===== config.mk =====
export PLATFORM = sky130hd
export DESIGN_NAME = pipeline_stall_ctrl
export DESIGN_NICKNAME = d
export VERILOG_FILES = /design/src/rtl/pipeline_stall_ctrl_pkg.sv /design/src/rtl/pipeline_stall_ctrl_load_use_detect.sv /design/src/rtl/pipeline_stall_ctrl.sv
export SDC_FILE = /design/constraint.sdc
export NUM_CORES = 1
export LEC_CHECK = 0
export CORE_MARGIN = 2
export CORE_UTILIZATION = 48
export CTS_CLUSTER_DIAMETER = 40
export DETAILED_ROUTE_END_ITERATION = 8
export HOLD_SLACK_MARGIN = 0.08
export PLACE_DENSITY = 0.85
export SYNTH_ARGS = -nofsm -noshare
export SYNTH_HDL_FRONTEND = slang
export SYNTH_SLANG_ARGS = --single-unit

===== constraint.sdc =====
create_clock -name clk -period 3.3 [get_ports clk]
set_input_delay 0.495 -clock clk [delete_from_list [all_inputs] [get_ports clk]]
set_output_delay 0.495 -clock clk [all_outputs]
set_load 0.03 [all_outputs]

===== src/rtl/pipeline_stall_ctrl_pkg.sv =====
`default_nettype none
// ============================================================================
//  Module      : pipeline_stall_ctrl_pkg
//  Description : Shared constants for the pipeline stall/flush controller:
//                FSM state encoding, drain timeout default, NOP encoding.
//  Revision    : 1.0 - initial release
// ============================================================================
package pipeline_stall_ctrl_pkg;

    // Controller FSM state encoding
    localparam logic [1:0] c_st_run    = 2'b00;
    localparam logic [1:0] c_st_drain  = 2'b01;
    localparam logic [1:0] c_st_halted = 2'b10;

    // Cycles allowed in DRAIN before the halt is forced
    localparam int c_drain_timeout_def = 4;

    // Instruction word loaded into IF/ID when it is flushed
    localparam logic [15:0] c_nop_instr = 16'h0000;

    // Register 0 is hardwired zero and never creates a dependency
    localparam logic [3:0] c_reg_zero = 4'd0;

endpackage : pipeline_stall_ctrl_pkg
`default_nettype wire


===== src/rtl/pipeline_stall_ctrl_load_use_detect.sv =====
`default_nettype none
// ============================================================================
//  Module      : pipeline_stall_ctrl_load_use_detect
//  Description : Combinational load-use hazard comparator. Flags an ID
//                instruction that reads the destination of a load in EX.
//  Revision    : 1.0 - initial release
// ============================================================================
module pipeline_stall_ctrl_load_use_detect
    import pipeline_stall_ctrl_pkg::*;
(
    input  logic       mem_read_dx,
    input  logic       reg_write_dx,
    input  logic [3:0] write_reg_dx,
    input  logic [3:0] rs_fd,
    input  logic [3:0] rt_fd,
    input  logic       rs_used_fd,
    input  logic       rt_used_fd,
    input  logic       rt_store_data_fd,
    output logic       lu
);

    logic w_load_dst;
    logic w_rs_hit;
    logic w_rt_hit;

    // A store's data operand is forwarded MEM->MEM, so it never needs the bubble
    always_comb begin
        w_load_dst = mem_read_dx & reg_write_dx & (write_reg_dx != c_reg_zero);
        w_rs_hit   = rs_used_fd & (rs_fd == write_reg_dx);
        w_rt_hit   = rt_used_fd & ~rt_store_data_fd & (rt_fd == write_reg_dx);
        lu         = w_load_dst & (w_rs_hit | w_rt_hit);
    end

endmodule : pipeline_stall_ctrl_load_use_detect
`default_nettype wire


===== src/rtl/pipeline_stall_ctrl.sv =====
`default_nettype none
// ============================================================================
//  Module      : pipeline_stall_ctrl
//  Description : Pipeline-register enable/flush generation: load-use stall,
//                taken-branch flush, and halt-drain FSM with timeout. Keeps a
//                saturating count of load-use stall cycles.
//  Revision    : 1.0 - initial release
// ============================================================================
module pipeline_stall_ctrl
    import pipeline_stall_ctrl_pkg::*;
#(
    parameter int DRAIN_TIMEOUT = c_drain_timeout_def,
    parameter int CNT_W         = 16
)(
    input  logic             clk,
    input  logic             rst,
    input  logic             hlt_fd,
    input  logic             branch_taken_fd,
    input  logic [3:0]       rs_fd,
    input  logic [3:0]       rt_fd,
    input  logic             rs_used_fd,
    input  logic             rt_used_fd,
    input  logic             rt_store_data_fd,
    input  logic             mem_read_dx,
    input  logic             reg_write_dx,
    input  logic [3:0]       write_reg_dx,
    input  logic             hlt_mw,
    output logic             pc_en,
    output logic             fd_en,
    output logic             fd_flush,
    output logic             dx_en,
    output logic             dx_flush,
    output logic             xm_en,
    output logic             mw_en,
    output logic             halted,
    output logic             drain_error,
    output logic [CNT_W-1:0] stall_count
);

    localparam int                    c_dcnt_w    = $clog2(DRAIN_TIMEOUT + 1);
    localparam logic [c_dcnt_w-1:0]   c_dcnt_last = c_dcnt_w'(DRAIN_TIMEOUT - 1);

    logic [1:0]          r_state;
    logic [1:0]          w_state_nxt;
    logic [c_dcnt_w-1:0] r_drain_cnt;
    logic                r_drain_error;
    logic [CNT_W-1:0]    r_stall_count;
    logic                w_lu;
    logic                w_stall;
    logic                w_drain_done;
    logic                w_pc_en, w_fd_en, w_fd_flush, w_dx_en, w_dx_flush;
    logic                w_xm_en, w_mw_en;

    pipeline_stall_ctrl_load_use_detect u_load_use_detect (
        .mem_read_dx      (mem_read_dx),
        .reg_write_dx     (reg_write_dx),
        .write_reg_dx     (write_reg_dx),
        .rs_fd            (rs_fd),
        .rt_fd            (rt_fd),
        .rs_used_fd       (rs_used_fd),
        .rt_used_fd       (rt_used_fd),
        .rt_store_data_fd (rt_store_data_fd),
        .lu               (w_lu)
    );

    // Stalls only count in RUN; DRAIN never holds a load behind a consumer
    assign w_stall      = (r_state == c_st_run) & w_lu;
    assign w_drain_done = hlt_mw | (r_drain_cnt == c_dcnt_last);

    // Next-state: a stalled HLT is re-evaluated next cycle before draining
    always_comb begin
        w_state_nxt = r_state;
        case (r_state)
            c_st_run:    if (!w_lu && hlt_fd) w_state_nxt = c_st_drain;
            c_st_drain:  if (w_drain_done)    w_state_nxt = c_st_halted;
            c_st_halted: w_state_nxt = c_st_halted;
            default:     w_state_nxt = c_st_run;
        endcase
    end

    // State, drain timer, sticky timeout flag and saturating stall counter
    always_ff @(posedge clk or negedge rst) begin
        if (!rst) begin
            r_state       <= c_st_run;
            r_drain_cnt   <= '0;
            r_drain_error <= 1'b0;
            r_stall_count <= '0;
        end else begin
            r_state <= w_state_nxt;
            if (r_state == c_st_drain) begin
                r_drain_cnt <= r_drain_cnt + 1'b1;
                if (!hlt_mw && (r_drain_cnt == c_dcnt_last))
                    r_drain_error <= 1'b1;
            end else begin
                r_drain_cnt <= '0;
            end
            if (w_stall && (r_stall_count != {CNT_W{1'b1}}))
                r_stall_count <= r_stall_count + 1'b1;
        end
    end

    // Enables and flushes: same-cycle decode of state and hazards, forced
    // inactive while reset is held
    always_comb begin
        w_pc_en    = 1'b0;
        w_fd_en    = 1'b0;
        w_fd_flush = 1'b0;
        w_dx_en    = 1'b0;
        w_dx_flush = 1'b0;
        w_xm_en    = 1'b0;
        w_mw_en    = 1'b0;
        if (rst) begin
            case (r_state)
                c_st_run: begin
                    w_pc_en = 1'b1;
                    w_fd_en = 1'b1;
                    w_dx_en = 1'b1;
                    w_xm_en = 1'b1;
                    w_mw_en = 1'b1;
                    if (w_lu) begin
                        w_pc_en    = 1'b0;
                        w_fd_en    = 1'b0;
                        w_dx_flush = 1'b1;
                    end else if (hlt_fd) begin
                        w_pc_en    = 1'b0;
                        w_fd_flush = 1'b1;
                    end else if (branch_taken_fd) begin
                        w_fd_flush = 1'b1;
                    end
                end
                c_st_drain: begin
                    w_fd_en    = 1'b1;
                    w_fd_flush = 1'b1;
                    w_dx_en    = 1'b1;
                    w_xm_en    = 1'b1;
                    w_mw_en    = 1'b1;
                end
                default: ;
            endcase
        end
    end

    assign pc_en       = w_pc_en;
    assign fd_en       = w_fd_en;
    assign fd_flush    = w_fd_flush;
    assign dx_en       = w_dx_en;
    assign dx_flush    = w_dx_flush;
    assign xm_en       = w_xm_en;
    assign mw_en       = w_mw_en;
    assign halted      = (r_state == c_st_halted);
    assign drain_error = r_drain_error;
    assign stall_count = r_stall_count;

endmodule : pipeline_stall_ctrl
`default_nettype wire


# After elaboration in Yosys (flattened, before gate mapping)
# Index checks and enable logic that the tools add are counted.
# classes
muxes,21
bitwise,10
addsub,2
n_eq_ne,8
n_reduce_logical,10
# ops
cell,count
16-bit by 1-bit adder with 16-bit output (second input constant),1
16-bit inequality test (second input constant),1
1-bit 2-to-1 mux,15
4-bit == test,2
1-bit bitwise AND,7
2-bit one-hot mux with 3 select lines,1
2-bit 2-to-1 mux,2
1-bit one-hot mux with 2 select lines,2
2-bit AND reduction,2
4-bit nonzero test,1
3-bit by 1-bit adder with 3-bit output (second input constant),1
3-bit by 2-bit == test with 1-bit output (second input constant),1
1-bit logical AND,3
3-bit 2-to-1 mux,1
2-bit by 1-bit == test with 1-bit output (second input constant),1
2-bit == test (second input constant),1
1-bit zero test,2
2-bit zero test,1
2-bit by 1-bit inequality test with 1-bit output (second input constant),1
2-bit inequality test (second input constant),1
1-bit OR,2
2-bit OR reduction,1
1-bit inverter,1
# totals
output_inout_bits,25
ff_bits,22

# Logic depth before layout (Yosys ltp)
# depth
word_depth,9
ltp_mapped,8

# Hierarchy
# A second synthesis with hierarchy kept.
# hier_totals
hier_cells,124
hier_area_um2,1290.0
# by_module_without_submodules
mod,area_per_inst_um2,seq_area_each_um2,n_inst,cells_per_inst
pipeline_stall_ctrl,1178.6,550.5,1,109
pipeline_stall_ctrl_load_use_detect,111.4,0.0,1,15

# Worst setup path after synthesis
# Ideal clock, no wire load.
# synth_path
kind,input to output
startpoint,in write_reg_dx[1]
endpoint,out pc_en
slack_ps,756
required_ps,2805
path_stages,7
t_arrival_ps,2049
n_path_buf,1
cell_sequence,nor4_1 > nor2_1 > nand4_1 > and2_1 > buf_6 > nand2_1 > nor3b_1
# synth_between
elab_chain_len,7
elab_cells_between_ends,11
# synth_rtl
item,line,source
"start, declared",pipeline_stall_ctrl.sv:26,"input logic [3:0] write_reg_dx,"
4-bit == test (on tied branches),"pipeline_stall_ctrl_load_use_detect.sv:29, pipeline_stall_ctrl_load_use_detect.sv:30",
1-bit bitwise AND (on tied branches),"pipeline_stall_ctrl_load_use_detect.sv:29, pipeline_stall_ctrl_load_use_detect.sv:30",
1-bit OR,pipeline_stall_ctrl_load_use_detect.sv:31,lu = w_load_dst & (w_rs_hit | w_rt_hit);
1-bit bitwise AND *,pipeline_stall_ctrl_load_use_detect.sv:31,
1-bit 2-to-1 mux *,pipeline_stall_ctrl.sv:120,if (w_lu) begin
1-bit 2-to-1 mux *,pipeline_stall_ctrl.sv:113,case (r_state)
1-bit 2-to-1 mux *,pipeline_stall_ctrl.sv:112,if (rst) begin
"end, declared",pipeline_stall_ctrl.sv:28,"output logic pc_en,"
# Every way passes the cells marked *; elsewhere a longest branch is shown, timed or not.

# Worst setup path after layout
# Ends and elaborated chain as after synthesis.

==> reports/results.ini <==
[clock_network]
cts_hold_repair.buffers=0
clk_latency_ps=300
cts_buffer_depth=2
clkSinkCount=22
path_clk_slew_ps=110
cts_tree=done
htreeDepth=1
cts_buffers=3
post_cts_resized=0
postCtsSetupRepairBufs=0
cts_root_buffer=clkbuf_4

[global_route]
antenna_found_initial=0
grt_pass1_vias=1249
grtUsageTotal_pct=22.0
grt_max_degree=21
overflow=0
grt_pass1_wl_um=5460

[hold_path]
hold_class=in -> async

[sta]
finalClockSkew_ps=1.31
drv_slew=0
setup_ws_ps=297
rsz0062_at_grt=false
slew_headroom_pct=73.1
tightest_slew_ps=404
period_share_pct=91.0
finalCriticalPeriod_ps=3000
fin_setup_tns_ps=0
hold_viol=0
fmax_ghz=0.333
setup_violations=0

[floorplan]
io_pins=47
placementRows=18
initial_core_util_pct=51.6
core_mm2=0.00254
die_h_um=56.3
dieWidth_um=56.3
dieArea_mm2=0.00317

[placed_design]
portBuffers=46
gp_congestion=0.778
hpwlAfterDp_um=2560
dp_slack_ps=331
dpl_cell_area_mm2=0.00179

[yosys]
ys_ff_latch=22
synthTopCellsByArea=dfrtp_1 (42%), xor2_1 (9.3%), ha_1 (5.7%)
ys_seq_area_share_pct=41.9
synthDistinctLibCells=37
yosys_warnings=0
syn_nets=162
yosysTopAreaCell=dfrtp_1
synth_top_cell_area_share_pct=41.9
syn_avg_cell_area_um2=9.79
synthesis.area_mm2=0.00131
synthCells=134

[pwr]
ir_worst_vdd_mv=0.573
total_power_mw=0.888
pwr_density_cell_mw_per_mm2=486
p_leak_nw=0.810

[final_layout]
syn_to_final_growth_pct=39.2
utilization_pct=71.8
drive_above_1_share_pct=9.89
design_area_mm2=0.00183
diodes=0
fin_nets=211

[routing]
drtPass1Iterations=4
vias=1172
drtIter0Drc=32
wirelength_um=3210
drc=0
antenna_left=0
via_per_inst=5.53
avgRoutedWirePerCell_um=15.1

[worst_setup_path]
worstSetupPathType=in -> out
path_max_fanout=11
cp-end-kind=primary output
reg2reg_slack_ps=1130
cp.arrival_ps=2510
crit_required_ps=2800
start_kind=primary input

[outcome]
outcome=completed

[job]
max-cap-violations=0

## placed cells by master (no fill, tap or decap), types with 2 or more instances in the layout
| master | n |
|---|---|
| xor2_1 | 14 |
| nor3b_1 | 2 |
| nand4_1 | 5 |
| mux2_2 | 3 |
| a21oi_1 | 3 |
| nor2_1 | 8 |
| buf_4 | 6 |
| xnor2_1 | 5 |
| nor4_1 | 2 |
| dfrtp_1 | 22 |
| and3_1 | 4 |
| clkdlybuf4s50_1 | 43 |
| ha_1 | 6 |
| clkbuf_4 | 3 |
| inv_1 | 6 |
| nor3_1 | 9 |
| nand3_1 | 10 |
| and2_1 | 2 |
| nand2_1 | 11 |
## path summary, 6_finish.rpt
| path | start | to | cells past startpoint |
|---|---|---|---|
| worst max register to register | stall_count[0] | stall_count[1] | 6 |
| worst min-delay path | rst | stall_count[15] | 1 |
| worst max-delay path | write_reg_dx[1] | pc_en | 8 |
| max in group asynchronous | rst | r_drain_cnt[1] | 2 |
| min in group clk | r_drain_cnt[0] | r_drain_cnt[0] | 1 |
| worst min register to register | r_drain_cnt[0] | r_drain_cnt[0] | 1 |
## flip-flops by register name, indices dropped and copies added, names as in the netlist
name and cells:
drain_error 1, r_drain_cnt 3, r_state 2, stall_count 16
## final cells by class
cell class | instances | area [µm²]
Multi-Input combinational cell | 101 | 704
Timing Repair Buffer | 49 | 475
Fill cell | 194 | 718
Sequential cell | 22 | 551
Clock buffer | 4 | 36.3
Tap cell | 30 | 37.5
Inverter | 6 | 22.5
## Yosys cell counts
library cell and instances:
a21boi_0 1, a21oi_1 3, a31oi_1 1, and2_1 2, and3_1 4, buf_2 1, buf_4 2, buf_6 1
clkbuf_1 1, dfrtp_1 22, ha_1 6, inv_1 6, mux2_1 1, mux2_2 3, nand2_1 11, nand2_4 1
nand2b_1 1, nand3_1 10, nand3_2 1, nand4_1 5, nor2_1 8, nor2b_1 1, nor3_1 9, nor3b_1 2
nor4_1 2, nor4b_2 1, o21a_1 1, o21bai_1 1, o22a_1 1, o22ai_1 1, o31ai_1 1, or2_1 1
or3_1 1, or3_4 1, xnor2_1 5, xnor2_2 1, xor2_1 14
## worst max-delay path, stage by stage
cell	delay [ps]
clkdlybuf4s50_1	480
nor4_1	330
nor2_1	90
nand4_1	110
and2_1	380
nand2_1	160
nor3b_1	240
buf_4	200
## power by group
part	leakage, nW	internal, mW	switching [mW]
combinational	0.487	0.174	0.239
sequential	0.301	0.304	0.0268
clock	0.0210	0.0673	0.0770
## cells by family after synthesis
| family | synth area share [%] |
|---|---|
| xor gates and xnor gates | 13.9 |
| adders and majority gates | 5.72 |
| buffers and inverters | 4.38 |
| muxes | 3.43 |
| and+or+nand+nor | 25.5 |
| DFF | 41.9 |
| AOI/OAI and AO/OA | 5.05 |
## metal layers
| layer | share of wire [%] | up-vias | GRT usage (%) |
|---|---|---|---|
| li1 | - | 558 | - |
| met1 | 40 | 571 | 24.7 |
| met2 | 53 | 37 | 40.7 |
| met3 | 5.1 | 6 | 5.07 |
| met4 | 1.6 | 0 | 7.14 |
| met5 | 0 | - | 0 |
## stage by stage
stage	instances	hold slack, ps
floorplan	134	199
global placement	208	414
detailed placement	208	455
CTS	212	460
global route	212	466
finish	212	460
Note: power is estimated with default switching activity, not from simulation.
